`src/rtl/xtool_pkg.sv`:
```
// Shared helpers for the pulse tools.
//  clogb2 : bits needed to hold the value v (at least 1)
//  xpd_state_e : xpulse_decode FSM encoding
package xtool_pkg;

  typedef enum logic [1:0] {
    IDLE  = 2'd0,
    MEAS  = 2'd1,
    STUCK = 2'd2
  } xpd_state_e;

  function automatic int clogb2(input int v);
    int x;
    int r;
    x = v;
    r = 0;
    while (x > 0) begin
      r++;
      x = x >> 1;
    end
    if (r == 0) r = 1;
    return r;
  endfunction

endpackage

```
`src/rtl/xsync.sv`:
```
// N-flop level synchronizer, async active-low reset, flops clear to 0.
//  clk, rst_n : clock / reset
//  d          : raw (possibly asynchronous) level
//  q          : synchronized level; q = d combinationally when N = 0
module xsync #(
  parameter int N = 2
) (
  input  logic clk,
  input  logic rst_n,
  input  logic d,
  output logic q
);

  generate
    if (N == 0) begin : g_pass
      assign q = d;
    end else begin : g_sync
      logic [N-1:0] sync_q;

      always_ff @(posedge clk or negedge rst_n) begin
        if (!rst_n) begin
          sync_q <= '0;
        end else begin
          sync_q[0] <= d;
          for (int i = 1; i < N; i++) sync_q[i] <= sync_q[i-1];
        end
      end

      assign q = sync_q[N-1];
    end
  endgenerate

endmodule

```
`src/rtl/xpulse_decode.sv`:
```
// Measures the high width of a stretched level pulse.
//  clk, rst_n : clock / async active-low reset
//  i_level    : stretched pulse input (async-safe when Nsync >= 2)
//  o_rise     : 1-clk strobe, measurement started
//  o_pulse    : 1-clk strobe, valid pulse ended (Nmin..Nmax)
//  o_width    : width of last valid pulse, held between o_pulse strobes
//  o_short    : 1-clk strobe, pulse ended below Nmin
//  o_long     : 1-clk strobe, input still high after Nmax clks
//  o_busy     : FSM not idle
module xpulse_decode
  import xtool_pkg::*;
#(
  parameter  int Nmin  = 4,
  parameter  int Nmax  = 16,
  parameter  int Nsync = 2,
  localparam int CW    = clogb2(Nmax)
) (
  input  logic          clk,
  input  logic          rst_n,
  input  logic          i_level,
  output logic          o_rise,
  output logic          o_pulse,
  output logic [CW-1:0] o_width,
  output logic          o_short,
  output logic          o_long,
  output logic          o_busy
);

  generate
    if (Nmin < 1) begin : g_err_nmin
      $error("xpulse_decode: Nmin must be >= 1");
    end
    if (Nmax < Nmin) begin : g_err_nmax
      $error("xpulse_decode: Nmax must be >= Nmin");
    end
    if (Nsync == 1) begin : g_err_nsync
      $error("xpulse_decode: a single synchronizer stage is not metastability safe");
    end
  endgenerate

  localparam logic [CW-1:0] NMIN_C = CW'(Nmin);
  localparam logic [CW-1:0] NMAX_C = CW'(Nmax);

  logic s_in;

  xsync #(.N(Nsync)) u_sync (
    .clk   (clk),
    .rst_n (rst_n),
    .d     (i_level),
    .q     (s_in)
  );

  xpd_state_e    state_q, state_d;
  logic [CW-1:0] cnt_q, cnt_d;
  logic [CW-1:0] width_d;
  logic          rise_d, pulse_d, short_d, long_d;

  // next state
  always_comb begin
    state_d = state_q;
    case (state_q)
      IDLE:    if (s_in) state_d = MEAS;
      MEAS:    if (!s_in) state_d = IDLE;
               else if (cnt_q == NMAX_C) state_d = STUCK;
      STUCK:   if (!s_in) state_d = IDLE;
      default: state_d = IDLE;
    endcase
  end

  // counter and next values of the registered outputs
  always_comb begin
    cnt_d   = cnt_q;
    width_d = o_width;
    rise_d  = 1'b0;
    pulse_d = 1'b0;
    short_d = 1'b0;
    long_d  = 1'b0;
    case (state_q)
      IDLE: if (s_in) begin
        cnt_d  = CW'(1);
        rise_d = 1'b1;
      end
      MEAS: begin
        if (s_in) begin
          // cnt saturates at Nmax: the STUCK transition stops it, so no wrap
          if (cnt_q == NMAX_C) long_d = 1'b1;
          else                 cnt_d  = cnt_q + CW'(1);
        end else if (cnt_q >= NMIN_C) begin
          pulse_d = 1'b1;
          width_d = cnt_q;
        end else begin
          short_d = 1'b1;
        end
      end
      default: ;
    endcase
  end

  always_ff @(posedge clk or negedge rst_n) begin
    if (!rst_n) begin
      state_q <= IDLE;
      cnt_q   <= '0;
      o_width <= '0;
      o_rise  <= 1'b0;
      o_pulse <= 1'b0;
      o_short <= 1'b0;
      o_long  <= 1'b0;
    end else begin
      state_q <= state_d;
      cnt_q   <= cnt_d;
      o_width <= width_d;
      o_rise  <= rise_d;
      o_pulse <= pulse_d;
      o_short <= short_d;
      o_long  <= long_d;
    end
  end

  assign o_busy = (state_q != IDLE);

endmodule
```
`config.mk`:
```
export PLATFORM = sky130hd
export DESIGN_NAME = xpulse_decode
export DESIGN_NICKNAME = d
export VERILOG_FILES = /design/src/rtl/xtool_pkg.sv /design/src/rtl/xsync.sv /design/src/rtl/xpulse_decode.sv
export SDC_FILE = /design/constraint.sdc
export NUM_CORES = 1
export LEC_CHECK = 0
export ABC_CLOCK_PERIOD_IN_PS = 1500
export CORE_UTILIZATION = 50
export DETAILED_ROUTE_END_ITERATION = 10
export PLACE_DENSITY = 0.8
export RECOVER_POWER = 100
export SLEW_MARGIN = 20
export SYNTH_ARGS = -nofsm -noshare
export SYNTH_HDL_FRONTEND = slang
export SYNTH_SLANG_ARGS = --single-unit
```
`constraint.sdc`:
```
create_clock -name clk -period 1.5 [get_ports clk]
set_input_delay 0.225 -clock clk [delete_from_list [all_inputs] [get_ports clk]]
set_output_delay 0.225 -clock clk [all_outputs]
set_load 0.05 [all_outputs]
```
# Word level (Yosys, flattened, before mapping)
# Index checks and enable logic that the tools add are counted.
[word_totals]
register_bits = 18
input_bits = 3
[classes]
mux = 20
order_cmp = 1
n_bitwise = 1
n_eq_ne = 8
n_addsub = 1
n_reduce_logical = 6
[ops]
columns = ["cell", "n"]
rows = [
  ["5-bit two-way mux", 3],
  ["1-bit two-way mux", 11],
  ["5-bit one-hot mux with 2 select lines", 1],
  ["2-bit two-way mux", 4],
  ["2-bit one-hot mux with 3 select lines", 1],
  ["3-bit AND reduction", 2],
  ["5-bit by 1-bit adder with 5-bit output, second input constant", 1],
  ["5-bit == test, second input constant", 1],
  ["5-bit by 3-bit greater-or-equal comparator with 1-bit output, second input constant", 1],
  ["2-bit by 1-bit != test with 1-bit output, second input constant", 2],
  ["2-bit != test, second input constant", 2],
  ["4-bit AND reduction", 1],
  ["2-bit nonzero test", 2],
  ["3-bit != test, second input constant", 1],
  ["2-bit by 1-bit == test with 1-bit output, second input constant", 1],
  ["2-bit == test, second input constant", 1],
  ["2-bit zero test", 1],
  ["1-bit inverter", 1],
]

# Logic depth before layout (Yosys ltp)
[depth]
word_depth = 4
ltp_mapped = 6

# Cells and area by module
# A second synthesis with hierarchy kept.
[hier_totals]
cells_unflattened = 60
hier_area_um2 = 787.0
[modules_own_cells]
columns = ["module", "area_each_um2", "cells_per_inst", "instances", "seq_area_each_um2"]
rows = [
  ["xpulse_decode", 737.0, 58, 1, 400.4],
  ["xsync", 50.0, 2, 1, 50.0],
]

# Worst setup path before layout
# No wires, ideal clock.
[synth_timing]
kind = "reg2reg"
start = "reg cnt_q[0]"
end = "reg cnt_q[0]"
setup_ns = 0.145
n_path_buf = 1
required_time_ns = 1.355
path_slack_ns = 0.171
arrival_time_ns = 1.184
path_stages_with_launch = 7
cell_sequence = "dfrtp_1 > inv_1 > ha_1 > and4bb_1 > buf_4 > nor3_1 > a311oi_1"
[synth_between]
elab_chain_cells = 4
elab_cells_between_ends = 7
cone_classes = "1 x add/sub; 2 x eq/ne; 3 x mux; 1 x reduce/logical"
[synth_lines]
columns = ["item", "line", "source"]
rows = [
  ["from (decl)", "xpulse_decode.sv:54", "logic [CW-1:0] cnt_q, cnt_d;"],
  ["from (signal assigned)", "xpulse_decode.sv:110", "cnt_q <= cnt_d;"],
  ["5-bit by 1-bit adder with 5-bit output", "xpulse_decode.sv:87", "else cnt_d = cnt_q + CW'(1);"],
  ["5-bit two-way mux", "xpulse_decode.sv:86", "if (cnt_q == NMAX_C) long_d = 1'b1;"],
  ["5-bit two-way mux", "xpulse_decode.sv:84", "if (s_in) begin"],
  ["5-bit one-hot mux with 2 select lines", "xpulse_decode.sv:78", "case (state_q)"],
]
# Parallel ways exist; a longest one is shown, timed or not. The select of a mux whose other input is x is not followed.
# A chain may end at the register's enable or synchronous reset.

# Final worst setup path
# Ends and elaborated chain as after synthesis.

==> flow_metrics.py <==
metrics = {
    "global_route": {
        "grt_util_met3_pct": 7.759,
        "met1_grt_util_pct": 17.77,
        "global_route.usage.met2_pct": 33.13,
        "top_usage_layer": "met2",
        "overflow": 0,
        "track_usage_pct": 18.33,
        "antenna_found_initial": 0,
        "grt_first_pass_wirelength_mm": 2.366,
        "maximum_number_of_pins_on_one_net_before_global_route_repair": 19,
        "grt_pass1_vias": 606,
    },
    "final_layout": {
        "design.final.nets": 93,
        "area_delta_synth_final_pct": 17.42,
        "commonest_cells_after_routing_fill_and_taps_aside": "sky130_fd_sc_hd__dfrtp_1, sky130_fd_sc_hd__clkbuf_2, sky130_fd_sc_hd__nand3_1, sky130_fd_sc_hd__inv_1",
        "diodes": 0,
        "leading_cell_type_in_the_layout_fill_and_taps_excluded": "sky130_fd_sc_hd__dfrtp_1",
        "sequential_cell_area_um2": 454.2,
        "multi_input_comb_area_um2": 302.8,
        "final_layout_size_suffix_gt1_share_pct": 28.74,
        "num-fill-cells": 141,
    },
    "clocking": {
        "cts_sinks": 18,
        "cts_buffers": 3,
        "clk_pin_slew_ns": 0.09,
        "clkLatencyLatePin_ns": 0.29,
        "tritoncts": "yes",
        "cts-root-buf": "sky130_fd_sc_hd__clkbuf_4",
        "cts_htree_levels": 1,
        "ctsLongestPathBuffers": 2,
    },
    "setup_path": {
        "cp.required_ns": 1.69,
        "worst_setup_path_end_kind": "register",
        "critical_path.startpoint_type": "register",
        "path_max_fanout": 8,
        "critical_path.reg2reg.startpoint": "cnt_q[0]",
        "cp.arrival_ns": 1.64,
        "criticalPathCategory": "register to register",
        "origin_of_the_worst_setup_path": "cnt_q[0]",
    },
    "die": {
        "rows": 14,
        "floorplan.die.width_um": 42.11,
        "ioPinCount": 13,
        "die_area_um2": 1773,
        "die_h_um": 42.11,
        "design.core.area_um2": 1506,
        "initial_utilization_pct": 53.41,
    },
    "yosys": {
        "post_synth_mux_area_share_pct": 3.733,
        "synth-adder-area-share_pct": 3.110,
        "yosys.area_share.xor_xnor_pct": 0,
        "yosys_warnings": 0,
        "synth_cells": 68,
        "synth.lib_cells_used.distinct": 27,
        "synth_top_family_by_area": "simple AND/OR/NAND/NOR gates",
        "synthesis.nets": 73,
        "synth-compound-area-share_pct": 11.98,
        "yosys.area_share.simple_pct": 20.84,
        "synthesis.area_um2": 804.5,
        "synth_sequential_area_ratio_pct": 55.99,
        "postSynthRegisterBits": 18,
        "syn_avg_cell_area_um2": 11.83,
    },
    "sta": {
        "rsz_0062_raised_after_global_routing": "no",
        "maxSlewViolCount": 0,
        "fin_skew_ns": 0.003714,
        "setup_ws_post_layout_ns": 0.05250,
        "worst_slew_margin_rel_pct": 39.93,
        "timing.final.crit_period_ns": 1.448,
        "timing.final.hold_violations": 0,
        "min_period_over_period_pct": 96.50,
        "setup_violations": 0,
        "clock.fmax_mhz": 690.8,
        "worst_slew_pin_slew_ns": 0.9011,
        "finalSetupTns_ns": 0,
    },
    "route": {
        "vias": 593,
        "drc": 0,
        "routed_wl_mm": 1.421,
        "ant_nets": 0,
        "routedWlPerCell_um": 13.80,
        "routed_via_density": 5.757,
        "drt_iter0_drc": 20,
        "firstDrtPassIters": 5,
    },
    "job": {
        "maxCapViolCount": 0,
    },
    "hold_path": {
        "min-delay-start": "u_sync.g_sync.sync_q[0]",
        "hold_path_class": "register to register",
    },
    "pwr": {
        "power.static_leakage_nw": 0.4561,
        "powerDensity_nw_per_um2": 1627,
        "vdd_ir_drop_max_v": 0.0008574,
    },
    "place": {
        "place.gp.congestion": 0.8407,
        "dp.final_hpwl_mm": 1.028,
        "preCtsSetupSlack_ns": 0.05391,
        "placement.io_buffers": 12,
    },
    "status": {
        "run_status": "complete, no violations",
    },
}
==> critical path, stage by stage, from the launching register on <==
cell and delay [ns]:
sky130_fd_sc_hd__dfrtp_2 0.45, sky130_fd_sc_hd__inv_1 0.11, sky130_fd_sc_hd__ha_1 0.18, sky130_fd_sc_hd__and4bb_2 0.33
sky130_fd_sc_hd__nor3_1 0.09, sky130_fd_sc_hd__a311oi_1 0.19
==> cells by family after synthesis <==
logic type                 count (synthesis)
AOI/OAI and AO/OA                         11
adders and majority gates                  2
buffers and inverters                      8
DFF                                       18
muxes                                      2
and+or+nand+nor                           27
==> repair_timing <==
action                     CTS  global route
cloned                       0             0
setup buffers                0             1
gates resized for setup      2             3
hold buffers                 0             0
setup endpoints to repair    2             2
==> power by group <==
part	total (mW)	internal [mW]	switching, mW
Clock	0.287	0.148	0.139
Combinational	0.552	0.166	0.386
Sequential	0.698	0.594	0.104
Total	1.54	0.908	0.630
==> cells in the mapped netlist <==
master / n / area (um^2)
sky130_fd_sc_hd__or4_1: 1 / 7.510
sky130_fd_sc_hd__nand2_1: 4 / 15.01
sky130_fd_sc_hd__o31ai_4: 1 / 21.27
sky130_fd_sc_hd__nand3_1: 7 / 35.03
sky130_fd_sc_hd__a22o_1: 3 / 26.28
sky130_fd_sc_hd__buf_4: 1 / 7.510
sky130_fd_sc_hd__ha_1: 2 / 25.02
sky130_fd_sc_hd__nor4b_1: 1 / 8.760
sky130_fd_sc_hd__buf_2: 1 / 5.000
sky130_fd_sc_hd__nor2b_1: 3 / 18.77
sky130_fd_sc_hd__nand2b_1: 3 / 18.77
sky130_fd_sc_hd__dfrtp_1: 18 / 450.4
sky130_fd_sc_hd__o31ai_1: 1 / 7.510
sky130_fd_sc_hd__a21oi_1: 3 / 15.01
sky130_fd_sc_hd__nand3b_1: 1 / 7.510
sky130_fd_sc_hd__nor3_1: 1 / 5.000
sky130_fd_sc_hd__or2_2: 1 / 6.260
sky130_fd_sc_hd__clkbuf_1: 1 / 3.750
sky130_fd_sc_hd__and4bb_1: 1 / 12.51
sky130_fd_sc_hd__nor2_1: 2 / 7.510
sky130_fd_sc_hd__and3_1: 1 / 6.260
sky130_fd_sc_hd__mux2_4: 2 / 30.03
sky130_fd_sc_hd__inv_1: 5 / 18.77
sky130_fd_sc_hd__a311oi_1: 1 / 8.760
sky130_fd_sc_hd__nor3b_4: 1 / 18.77
sky130_fd_sc_hd__o221ai_1: 1 / 8.760
sky130_fd_sc_hd__o311ai_0: 1 / 8.760
==> path summary, 6_finish.rpt <==
kind	cells after the start	end	slack, ns
max	5	cnt_q[0]	0.05
min	0	u_sync.g_sync.sync_q[1]	0.36
max reg2reg	5	cnt_q[0]	0.05
min reg2reg	0	u_sync.g_sync.sync_q[1]	0.36
max in group asynchronous	2	state_q[1]	0.32
min in group asynchronous	2	o_pulse	0.57
==> flip-flops by register name, indices dropped and copies added, names as in the netlist <==
register,count
o_long,1
o_width,5
u_sync.g_sync.sync_q,2
o_short,1
o_pulse,1
cnt_q,5
o_rise,1
state_q,2
==> metal layers <==
layer,vias up,part of all wire [%]
li1,276,-
met1,281,39
met2,32,53
met3,4,6.9
met4,0,1.5
met5,-,0
==> cell type report <==
| cell class | count | area share, % |
|---|---|---|
| flip-flops and latches | 18 | 48.08 |
| multi-input cells | 42 | 32.05 |
| repair buffers | 18 | 11.92 |
| clock buffers | 4 | 3.841 |
| well taps | 16 | 2.119 |
| inverters | 5 | 1.987 |
==> stage by stage <==
stage / instances / power, mW / hold WS, ns / area (um^2) / util (%)
2_1_floorplan: 68 / 1.148 / -0.07059 / 804.5 / -
6_report: 103 / 1.537 / 0.3620 / 944.7 / 62.71
5_1_grt: 103 / 1.620 / 0.3688 / 944.7 / 62.71
3_5_place_dp: 98 / 1.346 / 0.3386 / 940.9 / 62.46
3_3_place_gp: 98 / 1.324 / 0.3367 / 940.9 / 62.46
4_1_cts: 102 / 1.640 / 0.2563 / 978.4 / 64.95
(Power assumes the default switching activity.)
